`src/rtl/decim_avg_fifo_pkg.sv`:
```
// rtl/decim_avg_fifo_pkg.sv - sfix17_En16 format constants, sample type and clog2 helper
package decim_avg_fifo_pkg;

  localparam int SAMPLE_W    = 17;
  localparam int SAMPLE_FRAC = 16;

  typedef logic signed [SAMPLE_W-1:0] sample_t;

  function automatic int clog2(input int value);
    int result;
    result = 0;
    while ((1 << result) < value) begin
      result++;
    end
    return result;
  endfunction

endpackage

```
`src/rtl/sample_fifo.sv`:
```
// rtl/sample_fifo.sv - parameterised synchronous FIFO with level count and drop strobe
module sample_fifo
  import decim_avg_fifo_pkg::*;
#(
  parameter int WIDTH = SAMPLE_W,
  parameter int DEPTH = 8
) (
  input  logic               clk,
  input  logic               reset,
  input  logic               push_i,
  input  logic [WIDTH-1:0]   push_data_i,
  input  logic               pop_i,
  output logic [WIDTH-1:0]   pop_data_o,
  output logic               full_o,
  output logic               empty_o,
  output logic [clog2(DEPTH):0] level_o,
  output logic               drop_o
);

  localparam int AW = clog2(DEPTH);

  logic [WIDTH-1:0] mem_q [DEPTH];
  logic [AW-1:0]    wr_ptr_q, wr_ptr_d;
  logic [AW-1:0]    rd_ptr_q, rd_ptr_d;
  logic [AW:0]      level_q, level_d;
  logic             do_push, do_pop;

  assign empty_o    = (level_q == '0);
  assign full_o     = (level_q == (AW+1)'(DEPTH));
  assign level_o    = level_q;
  assign pop_data_o = mem_q[rd_ptr_q];

  // A pop frees the slot in the same cycle, so a full FIFO still accepts a push alongside it.
  assign do_pop  = pop_i && !empty_o;
  assign do_push = push_i && (!full_o || do_pop);
  assign drop_o  = push_i && full_o && !do_pop;

  always_comb begin
    wr_ptr_d = wr_ptr_q;
    rd_ptr_d = rd_ptr_q;
    level_d  = level_q;
    if (do_push) wr_ptr_d = wr_ptr_q + 1'b1;
    if (do_pop)  rd_ptr_d = rd_ptr_q + 1'b1;
    case ({do_push, do_pop})
      2'b10:   level_d = level_q + 1'b1;
      2'b01:   level_d = level_q - 1'b1;
      default: level_d = level_q;
    endcase
  end

  always_ff @(posedge clk) begin
    if (reset) begin
      wr_ptr_q <= '0;
      rd_ptr_q <= '0;
      level_q  <= '0;
    end else begin
      wr_ptr_q <= wr_ptr_d;
      rd_ptr_q <= rd_ptr_d;
      level_q  <= level_d;
    end
  end

  always_ff @(posedge clk) begin
    if (do_push) mem_q[wr_ptr_q] <= push_data_i;
  end

endmodule

```
`src/rtl/decim_avg_fifo.sv`:
```
// rtl/decim_avg_fifo.sv - accumulate-and-dump decimator with round-half-up feeding an output FIFO
module decim_avg_fifo
  import decim_avg_fifo_pkg::*;
#(
  parameter int WIDTH      = SAMPLE_W,
  parameter int LOG2_DECIM = 2,
  parameter int FIFO_DEPTH = 8
) (
  input  logic                       clk,
  input  logic                       reset,
  input  logic                       clk_enable,
  input  logic signed [WIDTH-1:0]    In1,
  output logic signed [WIDTH-1:0]    out_data,
  output logic                       out_valid,
  input  logic                       out_ready,
  output logic [clog2(FIFO_DEPTH):0] fifo_level,
  output logic                       overflow
);

  localparam int ACC_W = WIDTH + LOG2_DECIM;
  localparam logic [LOG2_DECIM-1:0]   LAST_PHASE = '1;
  localparam logic signed [ACC_W-1:0] HALF       = ACC_W'(1) << (LOG2_DECIM - 1);

  logic signed [ACC_W-1:0]  acc_q, acc_d;
  logic [LOG2_DECIM-1:0]    phase_q, phase_d;
  logic                     overflow_q, overflow_d;
  logic signed [ACC_W-1:0]  in_ext, sum, rnd;
  logic [WIDTH-1:0]         result, head;
  logic                     last, push, empty, full, drop;
  logic                     unused_rnd_bits;

  assign in_ext = {{LOG2_DECIM{In1[WIDTH-1]}}, In1};
  assign sum    = acc_q + in_ext;
  assign rnd    = sum + HALF;
  // Taking the upper WIDTH bits is the arithmetic shift; the group sum never exceeds ACC_W.
  assign result = rnd[ACC_W-1:LOG2_DECIM];
  assign unused_rnd_bits = ^rnd[LOG2_DECIM-1:0];
  assign last   = (phase_q == LAST_PHASE);
  assign push   = clk_enable && last;

  always_comb begin
    acc_d      = acc_q;
    phase_d    = phase_q;
    overflow_d = overflow_q | drop;
    if (clk_enable) begin
      phase_d = phase_q + 1'b1;
      acc_d   = last ? '0 : sum;
    end
  end

  always_ff @(posedge clk) begin
    if (reset) begin
      acc_q      <= '0;
      phase_q    <= '0;
      overflow_q <= 1'b0;
    end else begin
      acc_q      <= acc_d;
      phase_q    <= phase_d;
      overflow_q <= overflow_d;
    end
  end

  sample_fifo #(
    .WIDTH (WIDTH),
    .DEPTH (FIFO_DEPTH)
  ) u_fifo (
    .clk         (clk),
    .reset       (reset),
    .push_i      (push),
    .push_data_i (result),
    .pop_i       (out_ready),
    .pop_data_o  (head),
    .full_o      (full),
    .empty_o     (empty),
    .level_o     (fifo_level),
    .drop_o      (drop)
  );

  assign out_valid = !empty;
  assign out_data  = out_valid ? $signed(head) : '0;
  assign overflow  = overflow_q;

  logic unused_full;
  assign unused_full = full;

endmodule
```
`config.mk`:
```
export PLATFORM = sky130hd
export DESIGN_NAME = decim_avg_fifo
export DESIGN_NICKNAME = d
export VERILOG_FILES = /design/src/rtl/decim_avg_fifo_pkg.sv /design/src/rtl/sample_fifo.sv /design/src/rtl/decim_avg_fifo.sv
export SDC_FILE = /design/constraint.sdc
export NUM_CORES = 1
export LEC_CHECK = 0
export CAP_MARGIN = 10
export CORE_ASPECT_RATIO = 0.6
export CORE_UTILIZATION = 35
export DETAILED_ROUTE_END_ITERATION = 7
export SYNTH_ARGS = -nofsm -noshare
export SYNTH_HDL_FRONTEND = slang
export SYNTH_SLANG_ARGS = --single-unit
export TNS_END_PERCENT = 10
```
`constraint.sdc`:
```
create_clock -name clk -period 4.05 [get_ports clk]
set_input_delay 1.215 -clock clk [delete_from_list [all_inputs] [get_ports clk]]
set_output_delay 1.215 -clock clk [all_outputs]
set_load 0.005 [all_outputs]
```
==> flow_summary.json <==
{
  "viasPerCell": 5.05,
  "synth_area_leader_cell": "edfxtp_1",
  "rsz0062_at_grt": "false",
  "synth_top_area_share_pct": 51.9,
  "cts_tree": "yes",
  "max_stage_delay_ns": 0.45,
  "ant_nets": 0,
  "clockBufferDepth": 2,
  "slew_headroom_pct": 50.0,
  "htreeDepth": 4,
  "post-place-cells": 922,
  "fill_cells": 1967,
  "grt_max_degree": 35,
  "die_y_um": 118,
  "endpoint": "u_fifo.mem_q[0][16]",
  "num_vias": 4839,
  "numCtsBuffers": 17,
  "mappedNetlistNets": 594,
  "grt.overflow.total": 0,
  "synth_edf_count": 136,
  "coreArea_um2": 22000,
  "fmax_mhz": 253,
  "total_power_mw": 5.65,
  "cap_violations": 0,
  "hold_class": "reg2reg",
  "dpl.hpwl_um": 12300,
  "start_kind": "input port",
  "drc": 0,
  "dr.pass1.iters": 4,
  "r2r-start": "acc_q[0]",
  "status": "completed",
  "min_period_over_period_pct": 97.5,
  "start_util_pct": 35.7,
  "pre_cts_slack_ns": -0.709,
  "portBuffers": 43,
  "arrival_ns": 4.09,
  "reg2reg_slack_ns": 0.80,
  "ys_warn_count": 0,
  "critPathCaptureType": "flop",
  "use_met1_pct": 24.2,
  "drive_above_1_share_pct": 26.7,
  "fin_ws_ns": 0.101,
  "worstRegToRegCells": 10,
  "leakage_nw": 3.51,
  "insertion_delay_ns": 0.43,
  "antenna_found_initial": 0,
  "synth-async-reset-ratio_pct": 0,
  "diodes": 0,
  "use_met3_pct": 3.70,
  "p_per_area_nw_per_um2": 573,
  "dr.first_iter.drc_count": 378,
  "busiest_layer": "met1",
  "slew_violations": 0,
  "crit_chain": "clkdlybuf4s50_1, fa_2, a21o_1, a221o_2, o211ai_1, xnor2_1, and3b_2, nand4_1, nor4_4, xnor2_2",
  "timing_hold_violations_final": 0,
  "syn_to_final_growth_pct": 25.4,
  "grt_pass1_vias": 4936,
  "io-pin-count": 44,
  "syn_area_um2": 7870,
  "tightest_slew_ns": 0.745,
  "ir_drop_v": 0.000307,
  "wl_per_cell_um": 18.9,
  "r2r-end": "u_fifo.mem_q[0][16]",
  "row_count": 42,
  "clk_pin_slew_worst_paths_ns": 0.07,
  "period_minus_slack_ns": 3.95,
  "die_width_um": 196,
  "synth_cells": 547,
  "fin_cells": 959,
  "cts_root_buffer": "clkbuf_16",
  "worstPathMaxFanout": 8,
  "setup_viol": 0,
  "yosysUniqueCellTypes": 63,
  "grt_pass1_wl_um": 27900,
  "grtUsageMet2_pct": 24.1,
  "placed_area_um2": 9080,
  "final_nets": 707,
  "synth_seq_area_share_pct": 60.8,
  "syn_avg_cell_area_um2": 14.4,
  "cts_sinks": 171,
  "gp_congestion": 0.887,
  "synthFlopType": "edfxtp_1",
  "grtUsageTotal_pct": 16.5,
  "synth-seq-cells": 171,
  "required_ns": 4.19,
  "cp_slowest_cell": "clkdlybuf4s50_1",
  "design.die.area_um2": 23100,
  "worstSetupPathType": "in2reg",
  "wirelength_um": 18200,
  "clock_skew_ns": 0.0106,
  "critPathLaunch": "In1[1]",
  "synth_area_leaders": "edfxtp_1, mux4_2, dfxtp_1",
  "fin_area_um2": 9860
}
[layout by cell type, fill, tap and decap left out, drive strengths merged, types with 3 or more instances in the layout]
master,instances
xnor2,27
nor4,3
a21oi,29
clkinv,7
ha,24
buf,76
nand2b,9
nor2,68
nand3,9
nand4,7
a21o,8
a22oi,5
bufinv,3
o21ai,7
mux2i,21
dfxtp,35
mux4,34
nor2b,9
nand3b,3
clkdlybuf4s50,42
nand2,22
clkbuf,17
inv,14
edfxtp,136
and2,4
xor2,15
nor3,3
[layout make-up]
type | count | area, um^2 | share of cell area [%]
tap | 286 | 358 | 3.63
inverter | 11 | 41.3 | 0.419
clock buffer | 17 | 425 | 4.31
sequential | 171 | 4790 | 48.5
clock inverter | 15 | 170 | 1.73
timing repair buffer | 119 | 1020 | 10.3
multi-input combinational | 340 | 3060 | 31.0
[flip-flops by register name (all words and copies together), names as in the netlist, named ones only]
name and flops:
acc_q 19, overflow 1, phase_q 2, u_fifo.level_o 4
u_fifo.mem_q 136, u_fifo.rd_ptr_q 3, u_fifo.wr_ptr_q 3
[critical path: cells and delay by family]
family / cells / cell delay [ns]
and+or+nand+nor: 3 / 0.83
adders and majority gates: 1 / 0.36
buffers and inverters: 1 / 0.45
AOI/OAI and AO/OA: 3 / 0.85
xor gates and xnor gates: 2 / 0.38
[per-stage QoR]
stage          setup TNS, ns  util [%]  hold WS (ns)
2_1_floorplan              0         -         0.454
3_3_place_gp          -31.76      41.2         0.468
3_5_place_dp          -45.66      41.2         0.465
4_1_cts                -1.03      44.3         0.480
5_1_grt                    0      44.8         0.506
6_report                   0      44.8         0.471
[worst min-delay path by stage]
stage | to | slack [ns] | from | cells past startpoint
CTS | overflow | 0.48 | overflow | 2
detailed placement | overflow | 0.47 | overflow | 2
finish | overflow | 0.47 | overflow | 2
global route | acc_q[16] | 0.51 | acc_q[16] | 2
global placement | overflow | 0.47 | overflow | 2
floorplan | flop | 0.45 | u_fifo.rd_ptr_q[1] | 2
[logic make-up after synthesis]
| group | count (synthesis) | share of synthesized area, % |
|---|---|---|
| fa+ha+maj | 26 | 4.33 |
| xor+xnor | 42 | 4.87 |
| flops | 171 | 60.8 |
| compound gates | 71 | 6.17 |
| simple gates | 146 | 9.08 |
| buf+inv | 36 | 2.31 |
| mux | 55 | 12.4 |
[per-layer routing]
metal / up-vias / share of wire [%] / routed length (um)
li1: 2294 / - / -
met5: - / 0 / 0
met4: 0 / 0.91 / 166
met3: 15 / 5.2 / 949
met2: 114 / 45 / 8130
met1: 2416 / 49 / 8920
[power by group]
group	switching (mW)	total [mW]	internal, mW
clock network	0.679	1.65	0.968
registers	0.0497	2.16	2.11
logic	0.920	1.84	0.922
[cell usage after synthesis, types with 2 or more instances]
cell type	count
edfxtp_1	136
nor2_1	68
dfxtp_1	35
mux4_2	34
a21oi_1	26
xnor2_1	26
ha_1	24
nand2_1	22
mux2i_1	21
clkbuf_1	14
xor2_1	14
inv_1	11
nand2b_1	9
nand3_1	9
nor2b_1	9
nand4_1	7
a21o_1	5
a22oi_1	5
buf_1	5
o21ai_1	4
a21o_2	3
a21oi_2	3
buf_2	3
o21ai_0	3
a31oi_1	2
and2_1	2
and2_2	2
and3_1	2
fa_1	2
nand3b_1	2
nor3_1	2
nor4_2	2
o2111ai_1	2
o211ai_1	2
o22ai_1	2
o31ai_1	2
[what timing repair did]
action	CTS	global route
hold buffers	0	0
gates cloned	0	0
pin swaps	4	13
setup buffers	1	4
resized for setup	11	11
endpoints found under the setup margin	72	56
Power figures use the tool's default switching activity.
